### config.mk
export PLATFORM = sky130hd
export DESIGN_NAME = mc_control
export DESIGN_NICKNAME = d
export VERILOG_FILES = /design/src/rtl/mips_ctrl_pkg.sv /design/src/rtl/mc_decode.sv /design/src/rtl/mc_control.sv
export SDC_FILE = /design/constraint.sdc
export NUM_CORES = 1
export LEC_CHECK = 0
export CAP_MARGIN = 20
export CORE_MARGIN = 5
export CORE_UTILIZATION = 39
export DETAILED_ROUTE_END_ITERATION = 12
export PLACE_DENSITY = 0.78
export SKIP_LAST_GASP = 1
export SYNTH_ARGS = -nofsm -noshare
export SYNTH_HDL_FRONTEND = slang
export SYNTH_SLANG_ARGS = --single-unit
### constraint.sdc
create_clock -name clk -period 1.85 [get_ports clk]
set_clock_uncertainty 0.15 [all_clocks]
set_input_delay 0.37 -clock clk [delete_from_list [all_inputs] [get_ports clk]]
set_output_delay 0.37 -clock clk [all_outputs]
set_load 0.02 [all_outputs]
### src/rtl/mips_ctrl_pkg.sv
// Shared encodings for the multi-cycle MIPS controller: states, opcodes,
// datapath select codes and the control bundle driven by mc_control.
package mips_ctrl_pkg;

    localparam int unsigned STATE_W  = 4;
    localparam int unsigned OP_W     = 6;
    localparam int unsigned FUNCT_W  = 6;
    localparam int unsigned ALU_OP_W = 3;
    localparam int unsigned SEL_W    = 2;

    typedef enum logic [STATE_W-1:0] {
        S_FETCH  = 4'd0,
        S_DECODE = 4'd1,
        S_ADDR   = 4'd2,
        S_MEM_RD = 4'd3,
        S_MEM_WR = 4'd4,
        S_WB_MEM = 4'd5,
        S_EXEC_R = 4'd6,
        S_EXEC_I = 4'd7,
        S_WB_ALU = 4'd8,
        S_BRANCH = 4'd9,
        S_JUMP   = 4'd10
    } state_t;

    localparam logic [OP_W-1:0] OP_RTYPE = 6'h00;
    localparam logic [OP_W-1:0] OP_J     = 6'h02;
    localparam logic [OP_W-1:0] OP_JAL   = 6'h03;
    localparam logic [OP_W-1:0] OP_BEQ   = 6'h04;
    localparam logic [OP_W-1:0] OP_BNE   = 6'h05;
    localparam logic [OP_W-1:0] OP_ADDI  = 6'h08;
    localparam logic [OP_W-1:0] OP_ADDIU = 6'h09;
    localparam logic [OP_W-1:0] OP_ANDI  = 6'h0C;
    localparam logic [OP_W-1:0] OP_ORI   = 6'h0D;
    localparam logic [OP_W-1:0] OP_LUI   = 6'h0F;
    localparam logic [OP_W-1:0] OP_LW    = 6'h23;
    localparam logic [OP_W-1:0] OP_SW    = 6'h2B;

    localparam logic [FUNCT_W-1:0] FUNCT_JR = 6'h08;

    localparam logic [ALU_OP_W-1:0] ALU_ADD   = 3'd0;
    localparam logic [ALU_OP_W-1:0] ALU_SUB   = 3'd1;
    localparam logic [ALU_OP_W-1:0] ALU_FUNCT = 3'd2;
    localparam logic [ALU_OP_W-1:0] ALU_AND   = 3'd3;
    localparam logic [ALU_OP_W-1:0] ALU_OR    = 3'd4;
    localparam logic [ALU_OP_W-1:0] ALU_LUI   = 3'd5;

    localparam logic [SEL_W-1:0] SRCB_REG    = 2'd0;
    localparam logic [SEL_W-1:0] SRCB_FOUR   = 2'd1;
    localparam logic [SEL_W-1:0] SRCB_IMM    = 2'd2;
    localparam logic [SEL_W-1:0] SRCB_IMM_SH = 2'd3;

    localparam logic [SEL_W-1:0] DST_RT  = 2'd0;
    localparam logic [SEL_W-1:0] DST_RD  = 2'd1;
    localparam logic [SEL_W-1:0] DST_R31 = 2'd2;

    localparam logic [SEL_W-1:0] PC_ALU    = 2'd0;
    localparam logic [SEL_W-1:0] PC_ALUOUT = 2'd1;
    localparam logic [SEL_W-1:0] PC_JUMP   = 2'd2;

    typedef struct packed {
        logic                pc_we;
        logic                ir_we;
        logic                mem_rd;
        logic                mem_wr;
        logic                iord;
        logic                reg_we;
        logic                mem_to_reg;
        logic                alu_src_a;
        logic [SEL_W-1:0]    alu_src_b;
        logic [SEL_W-1:0]    reg_dst;
        logic [SEL_W-1:0]    pc_src;
        logic [ALU_OP_W-1:0] alu_op;
        logic                illegal;
        logic                err_timeout;
    } ctrl_t;

    // Logical immediates (andi/ori) take a zero-extended operand.
    function automatic logic is_zero_ext(input logic [OP_W-1:0] op);
        return (op == OP_ANDI) || (op == OP_ORI);
    endfunction

endpackage

### src/rtl/mc_decode.sv
// Opcode decode for mc_control: DECODE/ADDR successors, legality,
// immediate extension select and the EXEC_I ALU operation.
module mc_decode
    import mips_ctrl_pkg::*;
(
    input  logic [OP_W-1:0]     opcode,
    output state_t              decode_next_c,
    output state_t              addr_next_c,
    output logic                legal_c,
    output logic                ext_sign_c,
    output logic [ALU_OP_W-1:0] exec_i_alu_op_c
);

    always_comb begin
        decode_next_c   = S_FETCH;
        legal_c         = 1'b1;
        exec_i_alu_op_c = ALU_ADD;
        case (opcode)
            OP_RTYPE:                                   decode_next_c = S_EXEC_R;
            OP_LW, OP_SW:                               decode_next_c = S_ADDR;
            OP_BEQ, OP_BNE:                             decode_next_c = S_BRANCH;
            OP_ADDI, OP_ADDIU, OP_ANDI, OP_ORI, OP_LUI: decode_next_c = S_EXEC_I;
            OP_J, OP_JAL:                               decode_next_c = S_JUMP;
            default: begin
                decode_next_c = S_FETCH;
                legal_c       = 1'b0;
            end
        endcase
        case (opcode)
            OP_ANDI: exec_i_alu_op_c = ALU_AND;
            OP_ORI:  exec_i_alu_op_c = ALU_OR;
            OP_LUI:  exec_i_alu_op_c = ALU_LUI;
            default: exec_i_alu_op_c = ALU_ADD;
        endcase
    end

    // ADDR is only reachable from lw/sw, so anything but sw is a load.
    assign addr_next_c = (opcode == OP_SW) ? S_MEM_WR : S_MEM_RD;
    assign ext_sign_c  = ~is_zero_ext(opcode);

endmodule

### src/rtl/mc_control.sv
// Multi-cycle MIPS control unit: Moore FSM with memory-wait handshake,
// optional wait timeout and illegal-opcode reporting.
module mc_control
    import mips_ctrl_pkg::*;
#(
    parameter int unsigned MEM_TIMEOUT = 0
) (
    input  logic                clk,
    input  logic                rst,
    input  logic [OP_W-1:0]     opcode,
    input  logic [FUNCT_W-1:0]  funct,
    input  logic                zero,
    input  logic                mem_ready,
    output logic                pc_we,
    output logic                ir_we,
    output logic                mem_rd,
    output logic                mem_wr,
    output logic                iord,
    output logic                reg_we,
    output logic                mem_to_reg,
    output logic                alu_src_a,
    output logic [SEL_W-1:0]    alu_src_b,
    output logic [SEL_W-1:0]    reg_dst,
    output logic [SEL_W-1:0]    pc_src,
    output logic [ALU_OP_W-1:0] alu_op,
    output logic                ext_sign,
    output logic                illegal,
    output logic                err_timeout,
    output logic [STATE_W-1:0]  state
);

    localparam int unsigned CNT_W = $clog2(MEM_TIMEOUT + 2);

    state_t                cur_state;
    state_t                next_state;
    logic [CNT_W-1:0]      wait_cnt;
    ctrl_t                 ctrl;

    state_t                decode_next_c;
    state_t                addr_next_c;
    logic                  legal_c;
    logic                  ext_sign_c;
    logic [ALU_OP_W-1:0]   exec_i_alu_op_c;
    logic                  mem_state_c;
    logic                  timeout_c;
    logic                  is_rtype_c;

    mc_decode u_decode (
        .opcode          (opcode),
        .decode_next_c   (decode_next_c),
        .addr_next_c     (addr_next_c),
        .legal_c         (legal_c),
        .ext_sign_c      (ext_sign_c),
        .exec_i_alu_op_c (exec_i_alu_op_c)
    );

    assign is_rtype_c  = (opcode == OP_RTYPE);
    assign mem_state_c = (cur_state == S_FETCH) || (cur_state == S_MEM_RD) ||
                         (cur_state == S_MEM_WR);
    assign timeout_c   = (MEM_TIMEOUT != 0) && mem_state_c &&
                         (wait_cnt == CNT_W'(MEM_TIMEOUT));

    always_ff @(posedge clk or posedge rst) begin
        if (rst) cur_state <= S_FETCH;
        else     cur_state <= next_state;
    end

    always_comb begin
        next_state = cur_state;
        case (cur_state)
            S_FETCH: begin
                if (timeout_c)      next_state = S_FETCH;
                else if (mem_ready) next_state = S_DECODE;
            end
            S_DECODE: next_state = decode_next_c;
            S_ADDR:   next_state = addr_next_c;
            S_MEM_RD: begin
                if (timeout_c)      next_state = S_FETCH;
                else if (mem_ready) next_state = S_WB_MEM;
            end
            S_MEM_WR: begin
                if (timeout_c || mem_ready) next_state = S_FETCH;
            end
            S_EXEC_R, S_EXEC_I:                     next_state = S_WB_ALU;
            S_WB_MEM, S_WB_ALU, S_BRANCH, S_JUMP:   next_state = S_FETCH;
            default:                                next_state = S_FETCH;
        endcase
    end

    // Memory wait counter; saturates so a disabled timeout never wraps.
    always_ff @(posedge clk or posedge rst) begin
        if (rst) begin
            wait_cnt <= '0;
        end else if ((next_state != cur_state) || timeout_c) begin
            wait_cnt <= '0;
        end else if (mem_state_c && !mem_ready && (wait_cnt != '1)) begin
            wait_cnt <= wait_cnt + 1'b1;
        end
    end

    // Everything defaults low; reset holds the whole bundle quiet.
    always_comb begin
        ctrl = '0;
        if (!rst) begin
            case (cur_state)
                S_FETCH: begin
                    ctrl.mem_rd      = ~timeout_c;
                    ctrl.ir_we       = mem_ready & ~timeout_c;
                    ctrl.pc_we       = mem_ready & ~timeout_c;
                    ctrl.alu_src_b   = SRCB_FOUR;
                    ctrl.alu_op      = ALU_ADD;
                    ctrl.pc_src      = PC_ALU;
                    ctrl.err_timeout = timeout_c;
                end
                S_DECODE: begin
                    ctrl.alu_src_b = SRCB_IMM_SH;
                    ctrl.alu_op    = ALU_ADD;
                    ctrl.illegal   = ~legal_c;
                end
                S_ADDR: begin
                    ctrl.alu_src_a = 1'b1;
                    ctrl.alu_src_b = SRCB_IMM;
                    ctrl.alu_op    = ALU_ADD;
                end
                S_MEM_RD: begin
                    ctrl.iord        = 1'b1;
                    ctrl.mem_rd      = ~timeout_c;
                    ctrl.err_timeout = timeout_c;
                end
                S_MEM_WR: begin
                    ctrl.iord        = 1'b1;
                    ctrl.mem_wr      = ~timeout_c;
                    ctrl.err_timeout = timeout_c;
                end
                S_WB_MEM: begin
                    ctrl.reg_we     = 1'b1;
                    ctrl.mem_to_reg = 1'b1;
                    ctrl.reg_dst    = DST_RT;
                end
                S_EXEC_R: begin
                    ctrl.alu_src_a = 1'b1;
                    ctrl.alu_src_b = SRCB_REG;
                    ctrl.alu_op    = ALU_FUNCT;
                end
                S_EXEC_I: begin
                    ctrl.alu_src_a = 1'b1;
                    ctrl.alu_src_b = SRCB_IMM;
                    ctrl.alu_op    = exec_i_alu_op_c;
                end
                S_WB_ALU: begin
                    ctrl.reg_we  = ~(is_rtype_c && (funct == FUNCT_JR));
                    ctrl.reg_dst = is_rtype_c ? DST_RD : DST_RT;
                end
                S_BRANCH: begin
                    ctrl.alu_src_a = 1'b1;
                    ctrl.alu_src_b = SRCB_REG;
                    ctrl.alu_op    = ALU_SUB;
                    ctrl.pc_src    = PC_ALUOUT;
                    ctrl.pc_we     = zero ^ (opcode == OP_BNE);
                end
                S_JUMP: begin
                    ctrl.pc_src = PC_JUMP;
                    ctrl.pc_we  = 1'b1;
                    if (opcode == OP_JAL) begin
                        ctrl.reg_we  = 1'b1;
                        ctrl.reg_dst = DST_R31;
                    end
                end
                default: ctrl = '0;
            endcase
        end
    end

    assign pc_we       = ctrl.pc_we;
    assign ir_we       = ctrl.ir_we;
    assign mem_rd      = ctrl.mem_rd;
    assign mem_wr      = ctrl.mem_wr;
    assign iord        = ctrl.iord;
    assign reg_we      = ctrl.reg_we;
    assign mem_to_reg  = ctrl.mem_to_reg;
    assign alu_src_a   = ctrl.alu_src_a;
    assign alu_src_b   = ctrl.alu_src_b;
    assign reg_dst     = ctrl.reg_dst;
    assign pc_src      = ctrl.pc_src;
    assign alu_op      = ctrl.alu_op;
    assign illegal     = ctrl.illegal;
    assign err_timeout = ctrl.err_timeout;
    assign ext_sign    = ext_sign_c;
    assign state       = cur_state;

endmodule

==> results.json <==
{
  "status": "finished, violations left",
  "failed_checks": "negative setup slack",
  "worst_slew_pin_slew_ns": 0.599,
  "slew_violations": 0,
  "cpMaxStageDelayCell": "dfrtp_2",
  "dpl.hpwl_um": 2460,
  "coreArea_um2": 1920,
  "ys_ff_latch": 4,
  "io_buffers": 38,
  "largest_register_ffs": 4,
  "fin_crit_sh": 1.20,
  "cpPeakStageDelay_ns": 0.44,
  "grt_setup_unrepaired": "true",
  "start_util": 0.398,
  "synth_seq_area_share": 0.131,
  "seqPwrFrac": 0.098,
  "cp_cell_sequence": "nor3b_2, a21oi_1, or4_4, o21ai_2, buf_6",
  "total_power_mw": 2.03,
  "hold_depth": 4,
  "dieArea_um2": 2950,
  "grt_max_degree": 16,
  "synthToLayoutAreaGrowth_pct": 131,
  "die_x_um": 54.3,
  "relSlewSlack": 0.597,
  "dr_wl_met2_um": 2420,
  "die_h_um": 54.3,
  "vias": 1332,
  "required_ns": 1.33,
  "drt_iter0_drc": 70,
  "cts_tree": "built",
  "fmax_mhz": 452,
  "p_comb_frac": 0.835,
  "globalplace.congestion": 0.855,
  "cts_buffer_depth": 2,
  "maxUsedRoutingLayer": "met4",
  "setup_ws_ns": -0.364,
  "hp-class": "primary input to flip-flop",
  "p_clk_frac": 0.067,
  "wl_met1_um": 1790,
  "wl_per_cell_um": 22.3,
  "worstPathArrival_ns": 1.69,
  "endpoint_kind": "output port",
  "utilization": 0.920,
  "critPathLaunchType": "flip-flop",
  "swShare": 0.500,
  "synth_cell_types": 42,
  "finalHoldViolations": 0,
  "postSynthCellCount": 113,
  "power_leakage_nw": 0.777,
  "synth_nets": 129,
  "antenna_found_initial": 0,
  "final_common_cell": "buf_4",
  "p_per_area_nw_per_um2": 1150,
  "grt_pass1_vias": 1300,
  "wl_met3_um": 411,
  "setup_viol": 18,
  "synthFlopType": "dfrtp_1",
  "cts_sinks": 4,
  "critical_path_class": "flip-flop to output port",
  "worstSkewPairLatency_ns": 0.25,
  "avgSynthCellArea_um2": 6.78,
  "async_reset_ff_frac": 1.00,
  "rows": 16,
  "peakVddDrop_mv": 0.934,
  "first_pass_iters": 4,
  "routed_wl_um": 4860,
  "synth-edff-count": 0,
  "ios": 40,
  "htree_levels": 1,
  "grt_first_pass_wirelength_um": 6140,
  "drive_above_1_share": 0.628,
  "cts-root-buf": "clkbuf_4",
  "cts-buffers-inserted": 3,
  "p_int_mw": 1.01,
  "ctsHoldBuffers": 0,
  "clk_pin_slew_ns": 0.05,
  "routed_via_density": 6.11,
  "rr_worst_depth": 5,
  "ys_warn_count": 0,
  "n_antenna_cell": 0,
  "period_minus_slack_ns": 2.21,
  "gr-total-overflow": 0,
  "synth_area_um2": 766,
  "grt.total_usage": 0.287,
  "final_cell_mix": "48 x buf_4, 19 x buf_6, 9 x dlygate4sd2_1",
  "route.detailed.drc": 0,
  "fin_nets": 208,
  "maxCapViolCount": 0,
  "ant_nets": 0,
  "path_max_fanout": 6,
  "p_switching_mw": 1.01
}
[cell type report]
| cell class | count | area, um^2 |
|---|---|---|
| clock buffers | 4 | 26.3 |
| fillers | 71 | 154 |
| inverters | 3 | 11.3 |
| multi-input cells | 93 | 827 |
| flip-flops and latches | 4 | 105 |
| well taps | 27 | 33.8 |
| repair buffers | 87 | 764 |
[timing repair]
| action | in CTS | in global routing |
|---|---|---|
| endpoints found under the hold margin | 0 | 0 |
| setup buffers | 13 | 4 |
| resized for setup | 160 | 18 |
| setup endpoints to repair | 26 | 18 |
| cloned | 0 | 0 |
| pin swaps | 18 | 8 |
[worst max-delay path: cells and delay by family, from the launching register on]
kind	cells	cell delay, ns
AO/OA/AOI/OAI	2	0.18
AND/OR/NAND/NOR	2	0.69
buffers and inverters	1	0.13
flip-flops	1	0.44
[Yosys cell counts, types with 4 or more instances]
library cell  instances  area share
nor3_1                9       0.059
nand3_1               6       0.039
dfrtp_1               4        0.13
nand2_1               5       0.025
nor4_1                4       0.033
a21oi_1               7       0.046
nor2b_1               5       0.041
nand2b_1              4       0.033
nor3b_1               4       0.039
buf_2                 7       0.046
nor2_1               11       0.054
o21ai_0               6       0.039
[logic make-up (layout without fill, tap and decap cells)]
| kind of cell | Yosys count | count (layout) | synth area share |
|---|---|---|---|
| AOI/OAI and AO/OA | 23 | 23 | 0.198 |
| xor gates and xnor gates | 5 | 5 | 0.0572 |
| buffers and inverters | 16 | 94 | 0.124 |
| DFF | 4 | 4 | 0.131 |
| muxes | 1 | 1 | 0.0147 |
| other | 1 | 1 | 0.00490 |
| and+or+nand+nor | 63 | 63 | 0.471 |
[metal layers]
layer,GRT usage,vias to the layer above
met2,0.552,100
met5,0,-
met1,0.314,641
met4,0.112,0
li1,-,562
met3,0.0327,29
[power by group through the flow]
stage,logic [mW],registers [mW],clock network [mW]
after floorplan,0.686,0.209,0
after global placement,1.17,0.181,0
after detailed placement,1.20,0.182,0
after CTS,1.38,0.190,0.127
after global routing,1.75,0.202,0.144
final,1.69,0.199,0.135
[final timing paths]
kind | startpoint | end | slack [ns]
max | state[3] | pc_we | -0.36
min | opcode[5] | state[3] | 0.37
max reg2reg | state[3] | state[2] | 0.05
min reg2reg | state[3] | state[3] | 0.50
max in group asynchronous | rst | state[1] | 0.96
min in group asynchronous | rst | state[3] | 0.39
[stage by stage]
| step | instances | setup WS [ns] | area, um^2 | setup TNS, ns | hold slack, ns |
|---|---|---|---|---|---|
| after floorplan | 113 | -0.186 | 880 | -0.689 | 0.300 |
| after global placement | 199 | -0.970 | 1460 | -14.47 | 0.485 |
| after detailed placement | 199 | -1.01 | 1460 | -15.14 | 0.477 |
| after CTS | 216 | -0.343 | 1660 | -3.25 | 0.287 |
| after global routing | 218 | -0.409 | 1770 | -5.24 | 0.399 |
| final | 218 | -0.364 | 1770 | -4.34 | 0.375 |
Power figures use the tool's default switching activity.
